==> src/rtl/lock_access_controller.sv <==
// Access-policy stage after the lock controller: unlock window, failure count, timed lockout.
// Optional blinking alarm during lockout when LOCK_ALARM_EN is defined.
module lock_access_controller #(
    parameter int MAX_FAIL    = 3,
    parameter int UNLOCK_CYC  = 16,
    parameter int LOCKOUT_CYC = 64,
    parameter int TMR_W       = 8
) (
    input  logic       clk,
    input  logic       clr,
    input  logic       m,
    input  logic       judge_valid,
    input  logic       res,
    input  logic       relock,
    output logic       unlock,
    output logic       locked_out,
    output logic       fail_pulse,
    output logic [2:0] fail_cnt,
    output logic       alarm
);

    typedef enum logic [1:0] {
        S_IDLE,
        S_OPEN,
        S_LOCKOUT
    } state_t;

    localparam logic [2:0]       MAX_F     = 3'(MAX_FAIL);
    localparam logic [TMR_W-1:0] UNLOCK_LD = TMR_W'(UNLOCK_CYC - 1);
    localparam logic [TMR_W-1:0] LOCK_LD   = TMR_W'(LOCKOUT_CYC - 1);
    localparam logic [TMR_W-1:0] TMR_ONE   = TMR_W'(1);

    state_t           state;
    state_t           state_n;
    logic [TMR_W-1:0] tmr;
    logic [TMR_W-1:0] tmr_n;
    logic [2:0]       cnt_n;
    logic             pulse_n;
    logic             verify_ev;
    logic             tmr_zero;

    assign verify_ev = judge_valid & m;
    assign tmr_zero  = (tmr == '0);

    always_comb begin
        state_n = state;
        tmr_n   = tmr;
        cnt_n   = fail_cnt;
        pulse_n = 1'b0;
        unique case (state)
            S_IDLE: begin
                if (verify_ev) begin
                    if (res) begin
                        state_n = S_OPEN;
                        tmr_n   = UNLOCK_LD;
                        cnt_n   = 3'd0;
                    end else begin
                        pulse_n = 1'b1;
                        if (fail_cnt != MAX_F) begin
                            cnt_n = fail_cnt + 3'd1;
                        end
                        if (cnt_n == MAX_F) begin
                            state_n = S_LOCKOUT;
                            tmr_n   = LOCK_LD;
                        end
                    end
                end
            end
            S_OPEN: begin
                // leaving verify mode closes the door just like relock
                if (relock || !m || tmr_zero) begin
                    state_n = S_IDLE;
                    tmr_n   = '0;
                end else begin
                    tmr_n = tmr - TMR_ONE;
                end
            end
            S_LOCKOUT: begin
                if (tmr_zero) begin
                    state_n = S_IDLE;
                    cnt_n   = 3'd0;
                end else begin
                    tmr_n = tmr - TMR_ONE;
                end
            end
            default: begin
                state_n = S_IDLE;
                tmr_n   = '0;
            end
        endcase
    end

    always_ff @(posedge clk or negedge clr) begin
        if (!clr) begin
            state      <= S_IDLE;
            tmr        <= '0;
            fail_cnt   <= 3'd0;
            fail_pulse <= 1'b0;
            unlock     <= 1'b0;
            locked_out <= 1'b0;
        end else begin
            state      <= state_n;
            tmr        <= tmr_n;
            fail_cnt   <= cnt_n;
            fail_pulse <= pulse_n;
            unlock     <= (state_n == S_OPEN);
            locked_out <= (state_n == S_LOCKOUT);
        end
    end

`ifdef LOCK_ALARM_EN
    // registered from next-state so it equals locked_out & tmr[2]
    logic alarm_n;
    assign alarm_n = (state_n == S_LOCKOUT) & tmr_n[2];

    always_ff @(posedge clk or negedge clr) begin
        if (!clr) begin
            alarm <= 1'b0;
        end else begin
            alarm <= alarm_n;
        end
    end
`else
    assign alarm = 1'b0;
`endif

endmodule

==> config.mk <==
export PLATFORM = sky130hd
export DESIGN_NAME = lock_access_controller
export DESIGN_NICKNAME = d
export VERILOG_FILES = /design/src/rtl/lock_access_controller.sv
export SDC_FILE = /design/constraint.sdc
export NUM_CORES = 1
export LEC_CHECK = 0
export BUFFER_PORTS_ARGS = -buffer_cell sky130_fd_sc_hd__buf_2
export CAP_MARGIN = 5
export CORE_UTILIZATION = 45
export CTS_CLUSTER_SIZE = 24
export DETAILED_ROUTE_END_ITERATION = 10
export PLACE_DENSITY = 0.67
export SLEW_MARGIN = 5
export SYNTH_ARGS = -nofsm -noshare
export SYNTH_HDL_FRONTEND = slang
export SYNTH_SLANG_ARGS = --single-unit
export TNS_END_PERCENT = 5
==> constraint.sdc <==
create_clock -name clk -period 4.3 [get_ports clk]
set_clock_uncertainty 0.1 [all_clocks]
set_input_delay 0.86 -clock clk [delete_from_list [all_inputs] [get_ports clk]]
set_output_delay 0.86 -clock clk [all_outputs]
set_load 0.005 [all_outputs]
==> results.sh, run 1 <==
export IMPL_status="finished clean"
export IMPL_cpLargestDelayFamily="simple AND/OR/NAND/NOR gates"
export IMPL_chipWidth_um=47.7
export IMPL_crit_type="register to register"
export IMPL_syn_area_per_cell_um2=9.50
export IMPL_critical_path_max_stage_delay_ps=510
export IMPL_final_setup_viol_count=0
export IMPL_hold_violations=0
export IMPL_final_cell_mix="16 x dfrtp_1, 11 x buf_2, 10 x nand2_1, 8 x nor2_1"
export IMPL_ys_seq_area_frac=0.426
export IMPL_drc=0
export IMPL_cts_root_buffer="clkbuf_4"
export IMPL_wl_um=1860
export IMPL_syn_nets=107
export IMPL_syn_to_final_growth_pct=10.5
export IMPL_worstPathCellList="inv_1 -> ha_1 -> or4b_4 -> or2_4 -> o221a_4 -> a21boi_1 -> a22o_1"
export IMPL_synth_top_family_by_area="compound AO/OA/AOI/OAI gates"
export IMPL_power_total_mw=0.609
export IMPL_fin_tns_setup_ps=0
export IMPL_r2r_start="tmr[0]"
export IMPL_min_period_over_period=0.569
export IMPL_io_pins=13
export IMPL_cts_resized=0
export IMPL_drt_iter0_drc=12
export IMPL_power_density_nw_per_um2=586
export IMPL_grt_pass1_vias=699
export IMPL_syn_area_um2=941
export IMPL_crit_path_start_kind="register"
export IMPL_design_core_area_um2=1960
export IMPL_synth_fa_ha_area_frac=0.0266
export IMPL_num_vias=799
export IMPL_clk_path_buf_depth=2
export IMPL_arrival_ps=2530
export IMPL_synthArstFlopShare=1.00
export IMPL_synth_warnings=0
export IMPL_cp_required_ps=4380
export IMPL_grt_ovfl_total=0
export IMPL_io_buffers=11
export IMPL_hpwlAfterDp_um=1370
export IMPL_pwr_share_clk=0.166
export IMPL_combPwrFrac=0.414
export IMPL_nets=119
export IMPL_synthXorXnorAreaFrac=0
export IMPL_num_rows=16
export IMPL_dieArea_um2=2280
export IMPL_drive_gt1_frac=0.191
export IMPL_dpl_worst_slack_ps=1890
export IMPL_muxShareOfSynthArea=0.0120
export IMPL_nFillCells=185
export IMPL_seqPwrFrac=0.420
export IMPL_clk_pin_slew_ps=100
export IMPL_grt_max_degree=17
export IMPL_max_freq_ghz=0.409
export IMPL_routed_via_density=5.83
export IMPL_swShare=0.402
export IMPL_dr_pass1_iters=4
export IMPL_p_leak_nw=0.485
export IMPL_clock_latency_ps=290
export IMPL_cts_sinks=16
export IMPL_cp_max_fo=15
export IMPL_crit_buf_inv=1
export IMPL_synth_edf_count=0
export IMPL_netlist_instances=99
export IMPL_synth_compound_area_frac=0.269
export IMPL_cts_buffers=3
export IMPL_crit_path_top_delay_cell="or4b_4"
export IMPL_ys_types=41
export IMPL_final_common_cell="dfrtp_1"
export IMPL_min_period_ps=2450
export IMPL_ant_nets=0
export IMPL_timing_final_max_slew_violations=0
export IMPL_peakVddDrop_mv=0.308
export IMPL_grt_total_usage=0.202
export IMPL_cts_setup_buffers=0
export IMPL_fp_dieH_um=47.7
export IMPL_gp_congestion=0.818
export IMPL_htree_num_levels=1
export IMPL_postCtsHoldBufs=0
export IMPL_hold_path_class="input pin to async pin"
export IMPL_max_cap_viol_count=0
export IMPL_antenna_found_initial=0
export IMPL_synth_seq_cells=16
export IMPL_cts_tree="yes"
export IMPL_p_int_mw=0.364
export IMPL_insertedDiodeCount=0
export IMPL_power_switching_mw=0.245
export IMPL_wire_per_inst_um=13.6
export IMPL_critPathLaunch="tmr[0]"
export IMPL_setup_slack_ps=1850
export IMPL_synth_main_ff_cell="dfrtp_1"
export IMPL_rsz0062_at_grt="no"
export IMPL_worst_setup_path_end_kind="register"
export IMPL_initial_core_util=0.480
export IMPL_synthSimpleGateAreaFrac=0.223
export IMPL_utilization=0.530
export IMPL_grt_pass1_wl_um=3190
[area by class of cell]
| type | instances | area (um^2) | share of cell area |
|---|---|---|---|
| Clock buffer | 4 | 36.3 | 0.0349 |
| Inverter | 3 | 11.3 | 0.0108 |
| Multi-Input combinational cell | 76 | 503 | 0.484 |
| Sequential cell | 16 | 400 | 0.385 |
| Tap cell | 27 | 33.8 | 0.0325 |
| Timing Repair Buffer | 11 | 55.1 | 0.0529 |
[cells by family after synthesis]
family / Yosys count
simple gates: 37
compound gates: 35
flops: 16
buf+inv: 7
fa+ha+maj: 2
mux: 1
other cells: 1
[per-layer routing]
layer,share of wire,global-route usage
met1,0.47,0.285
met2,0.46,0.314
met3,0.054,0.0566
met4,0.0081,0.0333
met5,0,0
[registers in the layout, indices dropped and copies added, names as in the netlist]
| signal | count |
|---|---|
| locked_out | 1 |
| unlock | 1 |
| fail_cnt | 3 |
| fail_pulse | 1 |
| tmr | 8 |
| state | 2 |
[synthesized netlist by cell type, types with 2 or more instances]
library cell | count | area [um^2]
dfrtp_1 | 16 | 400
nand2_1 | 10 | 37.5
nor2_1 | 8 | 30.0
a22o_1 | 6 | 52.6
o21ai_0 | 6 | 30.0
o21ai_1 | 5 | 25.0
a21oi_1 | 4 | 20.0
inv_1 | 3 | 11.3
nand2b_1 | 3 | 18.8
clkbuf_1 | 2 | 7.51
ha_1 | 2 | 25.0
nor3_1 | 2 | 10.0
o21a_1 | 2 | 15.0
o221ai_1 | 2 | 17.5
or3_1 | 2 | 12.5
[worst paths after layout]
path,endpoint,slack (ps),cells past startpoint
worst min-delay path,state[0],360,1
max in group asynchronous,tmr[3],3490,1
min in group clk,tmr[1],440,1
worst max-delay path,tmr[4],1850,7
worst min register to register,tmr[1],440,1
worst max register to register,tmr[4],1850,7
[power groups by stage]
stage	Sequential (mW)	Combinational, mW	Clock [mW]
after floorplan	0.233	0.220	0
after global placement	0.256	0.249	0
after detailed placement	0.258	0.252	0
after CTS	0.255	0.252	0.106
after global routing	0.266	0.287	0.113
final	0.256	0.252	0.101
[metrics by stage]
step / instances / area [um^2] / hold slack (ps)
after detailed placement: 133 / 1000 / 419
after global routing: 137 / 1040 / 378
after floorplan: 99 / 941 / 386
after global placement: 133 / 1000 / 410
after CTS: 137 / 1040 / 363
final: 137 / 1040 / 360
Note: power is estimated with default switching activity, not from simulation.
==> run 2, diff against run 1 <==
--- a/config.mk
+++ b/config.mk
@@ -5,12 +5,13 @@
 export SDC_FILE = /design/constraint.sdc
 export NUM_CORES = 1
 export LEC_CHECK = 0
+export ABC_AREA = 1
 export BUFFER_PORTS_ARGS = -buffer_cell sky130_fd_sc_hd__buf_2
 export CAP_MARGIN = 5
 export CORE_UTILIZATION = 45
 export CTS_CLUSTER_SIZE = 24
 export DETAILED_ROUTE_END_ITERATION = 10
-export PLACE_DENSITY = 0.67
+export PLACE_DENSITY = 0.69
 export SLEW_MARGIN = 5
 export SYNTH_ARGS = -nofsm -noshare
 export SYNTH_HDL_FRONTEND = slang
==> constraint.sdc (replaced) <==
create_clock -name clk -period 2.1 [get_ports clk]
set_clock_uncertainty 0.1 [all_clocks]
set_input_delay 0.42 -clock clk [delete_from_list [all_inputs] [get_ports clk]]
set_output_delay 0.42 -clock clk [all_outputs]
set_load 0.005 [all_outputs]
==> results.sh, run 2 <==
export IMPL_synth_main_ff_cell="dfrtp_1"
export IMPL_cp_required_ps=2190
export IMPL_yosysTopAreaCellShare=0.391
export IMPL_grt_max_degree=17
export IMPL_cts_sinks=16
export IMPL_synth_edf_count=0
export IMPL_synthSimpleGateAreaFrac=0.337
export IMPL_ant_nets=0
export IMPL_synth_compound_area_frac=0.111
export IMPL_fin_tns_setup_ps=0
export IMPL_max_freq_ghz=0.570
export IMPL_synthXorXnorAreaFrac=0.0342
export IMPL_nFillCells=188
export IMPL_syn_to_final_growth_pct=11.0
export IMPL_insertedDiodeCount=0
export IMPL_design_core_area_um2=2040
export IMPL_chipWidth_um=49.7
export IMPL_syn_area_um2=1020
export IMPL_nets=155
export IMPL_timing_final_max_slew_violations=0
export IMPL_wl_um=1930
export IMPL_antenna_found_initial=0
export IMPL_grt_pass1_vias=773
export IMPL_p_leak_nw=0.603
export IMPL_clock_latency_ps=290
export IMPL_max_cap_viol_count=0
export IMPL_syn_nets=140
export IMPL_power_switching_mw=0.483
export IMPL_clk_path_buf_depth=2
export IMPL_io_buffers=11
export IMPL_hold_path_class="input pin to register"
export IMPL_dieArea_um2=2470
export IMPL_cts_resized=0
export IMPL_arrival_ps=1840
export IMPL_gp_congestion=0.854
export IMPL_synth_top_family_by_area="simple AND/OR/NAND/NOR gates"
export IMPL_swShare=0.420
export IMPL_netlist_instances=132
export IMPL_synthArstFlopShare=1.00
export IMPL_drc=0
export IMPL_grt_ovfl_total=0
export IMPL_num_rows=16
export IMPL_combPwrFrac=0.425
export IMPL_final_cell_mix="40 x nand2_1, 17 x inv_1, 16 x dfrtp_1, 11 x buf_2"
export IMPL_pwr_share_clk=0.179
export IMPL_min_period_over_period=0.836
export IMPL_worst_setup_path_end_kind="register"
export IMPL_yosysMostFrequentCell="nand2_1"
export IMPL_crit_path_start_kind="register"
export IMPL_drive_gt1_frac=0.253
export IMPL_dr_pass1_iters=4
export IMPL_r2r_start="fail_cnt[0]"
export IMPL_finalNonFillerCells=173
export IMPL_p_int_mw=0.666
export IMPL_grt_total_usage=0.178
export IMPL_cp_max_fo=12
export IMPL_top_register="tmr"
export IMPL_hold_violations=0
export IMPL_drt_iter0_drc=18
export IMPL_ys_seq_area_frac=0.391
export IMPL_largest_reg_flops=8
export IMPL_min_delay_path_depth=2
export IMPL_syn_area_per_cell_um2=7.75
export IMPL_wire_per_inst_um=11.1
export IMPL_r2r_slack_ps=350
export IMPL_hpwlAfterDp_um=1510
export IMPL_cts_root_buffer="clkbuf_4"
export IMPL_power_density_nw_per_um2=1010
export IMPL_synth_seq_cells=16
export IMPL_final_common_cell="nand2_1"
export IMPL_rsz0062_at_grt="no"
export IMPL_num_vias=847
export IMPL_holdPathEnd="fail_pulse"
export IMPL_top_regs="tmr x8, fail_cnt x3, state x2"
export IMPL_cts_buffers=3
export IMPL_final_setup_viol_count=0
export IMPL_yosys_top_cells_area="dfrtp_1 39%, nand2_1 15%, inv_1 6.2%"
export IMPL_min_from="res"
export IMPL_utilization=0.556
export IMPL_ys_types=22
export IMPL_seqPwrFrac=0.395
export IMPL_crit_type="register to register"
export IMPL_status="finished clean"
export IMPL_dp_cells=168
export IMPL_fp_dieH_um=49.7
export IMPL_power_total_mw=1.15
export IMPL_r2r_end="tmr[7]"
export IMPL_grt_pass1_wl_um=3310
export IMPL_peakVddDrop_mv=0.598
export IMPL_synth_area_leader_cell="dfrtp_1"
export IMPL_htree_num_levels=1
export IMPL_cts_tree="yes"
export IMPL_synth_commonest_cells="40 x nand2_1, 17 x inv_1, 16 x dfrtp_1"
export IMPL_cts_setup_buffers=0
export IMPL_synth_warnings=0
export IMPL_io_pins=13
export IMPL_clk_pin_slew_ps=90
export IMPL_r2r_cells=11
export IMPL_routed_via_density=4.90
export IMPL_min_period_ps=1750
export IMPL_initial_core_util=0.501
export IMPL_muxShareOfSynthArea=0
export IMPL_synth_fa_ha_area_frac=0.0244
## run 2: changes by cell type after synthesis, sizes merged, moves of 3 or more
cell | previous run | this run
inv | 3 | 20
nand4 | 1 | 4
a22o | 6 | 0
nand2b | 3 | 0
nor2 | 8 | 12
nand2 | 10 | 48
a21oi | 5 | 2
xor2 | 0 | 4
nand3 | 1 | 8
## run 2: area by class of cell
class	instances	area, um^2	share of cell area
multi-input combinational	94	523	0.460
sequential	16	400	0.352
inverter	20	77.6	0.0683
timing repair buffer	12	65.1	0.0573
clock buffer	4	36.3	0.0319
tap	27	33.8	0.0297
## run 2: how the worst max path moves through the flow
stage                      from     end  slack (ps)  depth (start not counted)
detailed placement  fail_cnt[0]  tmr[7]         370                         11
floorplan                tmr[0]  tmr[1]         520                         10
global route        fail_cnt[0]  tmr[7]         230                         11
CTS                 fail_cnt[0]  tmr[7]         360                         11
finish              fail_cnt[0]  tmr[7]         350                         11
global placement    fail_cnt[0]  tmr[7]         420                         11
## run 2: cell families (layout without fill, tap and decap cells)
kind of cell    Yosys count  in the layout
simple gates             72             72
buf+inv                  22             36
flops                    16             16
compound gates           15             15
xor+xnor                  4              4
fa+ha+maj                 2              2
other cells               1              1
## run 2: critical path: stages (launching register included)
cell,delay (ps)
dfrtp_1,410
ha_1,250
nand2_1,90
nand2_1,60
nand2_1,100
nand3_1,100
nand2_1,130
nand2_4,80
inv_4,160
nand2_1,70
nand2_1,60
inv_1,30
## run 2: power by group through the flow
stage	registers, mW	logic (mW)	clock network, mW
after detailed placement	0.461	0.485	0
after global routing	0.470	0.552	0.224
final	0.455	0.489	0.206
after global placement	0.457	0.473	0
after CTS	0.454	0.488	0.213
after floorplan	0.447	0.405	0
## run 2: through the flow
step | instance area [um^2] | hold WS, ps | worst slack, ps
floorplan | 1020 | 24.4 | 520
global placement | 1090 | 253 | 419
detailed placement | 1090 | 255 | 371
CTS | 1140 | 233 | 359
global route | 1140 | 236 | 234
finish | 1140 | 240 | 345
## run 2: what timing repair did
item,CTS,global route
setup endpoints to repair,0,0
endpoints found under the hold margin,16,0
hold buffers,1,0
## run 2: routing by layer
layer,track usage,vias up,share of wire
met5,0,-,0
met4,0.0714,0,0.013
met3,0.0370,4,0.041
met2,0.295,19,0.47
met1,0.224,384,0.48
li1,-,440,-
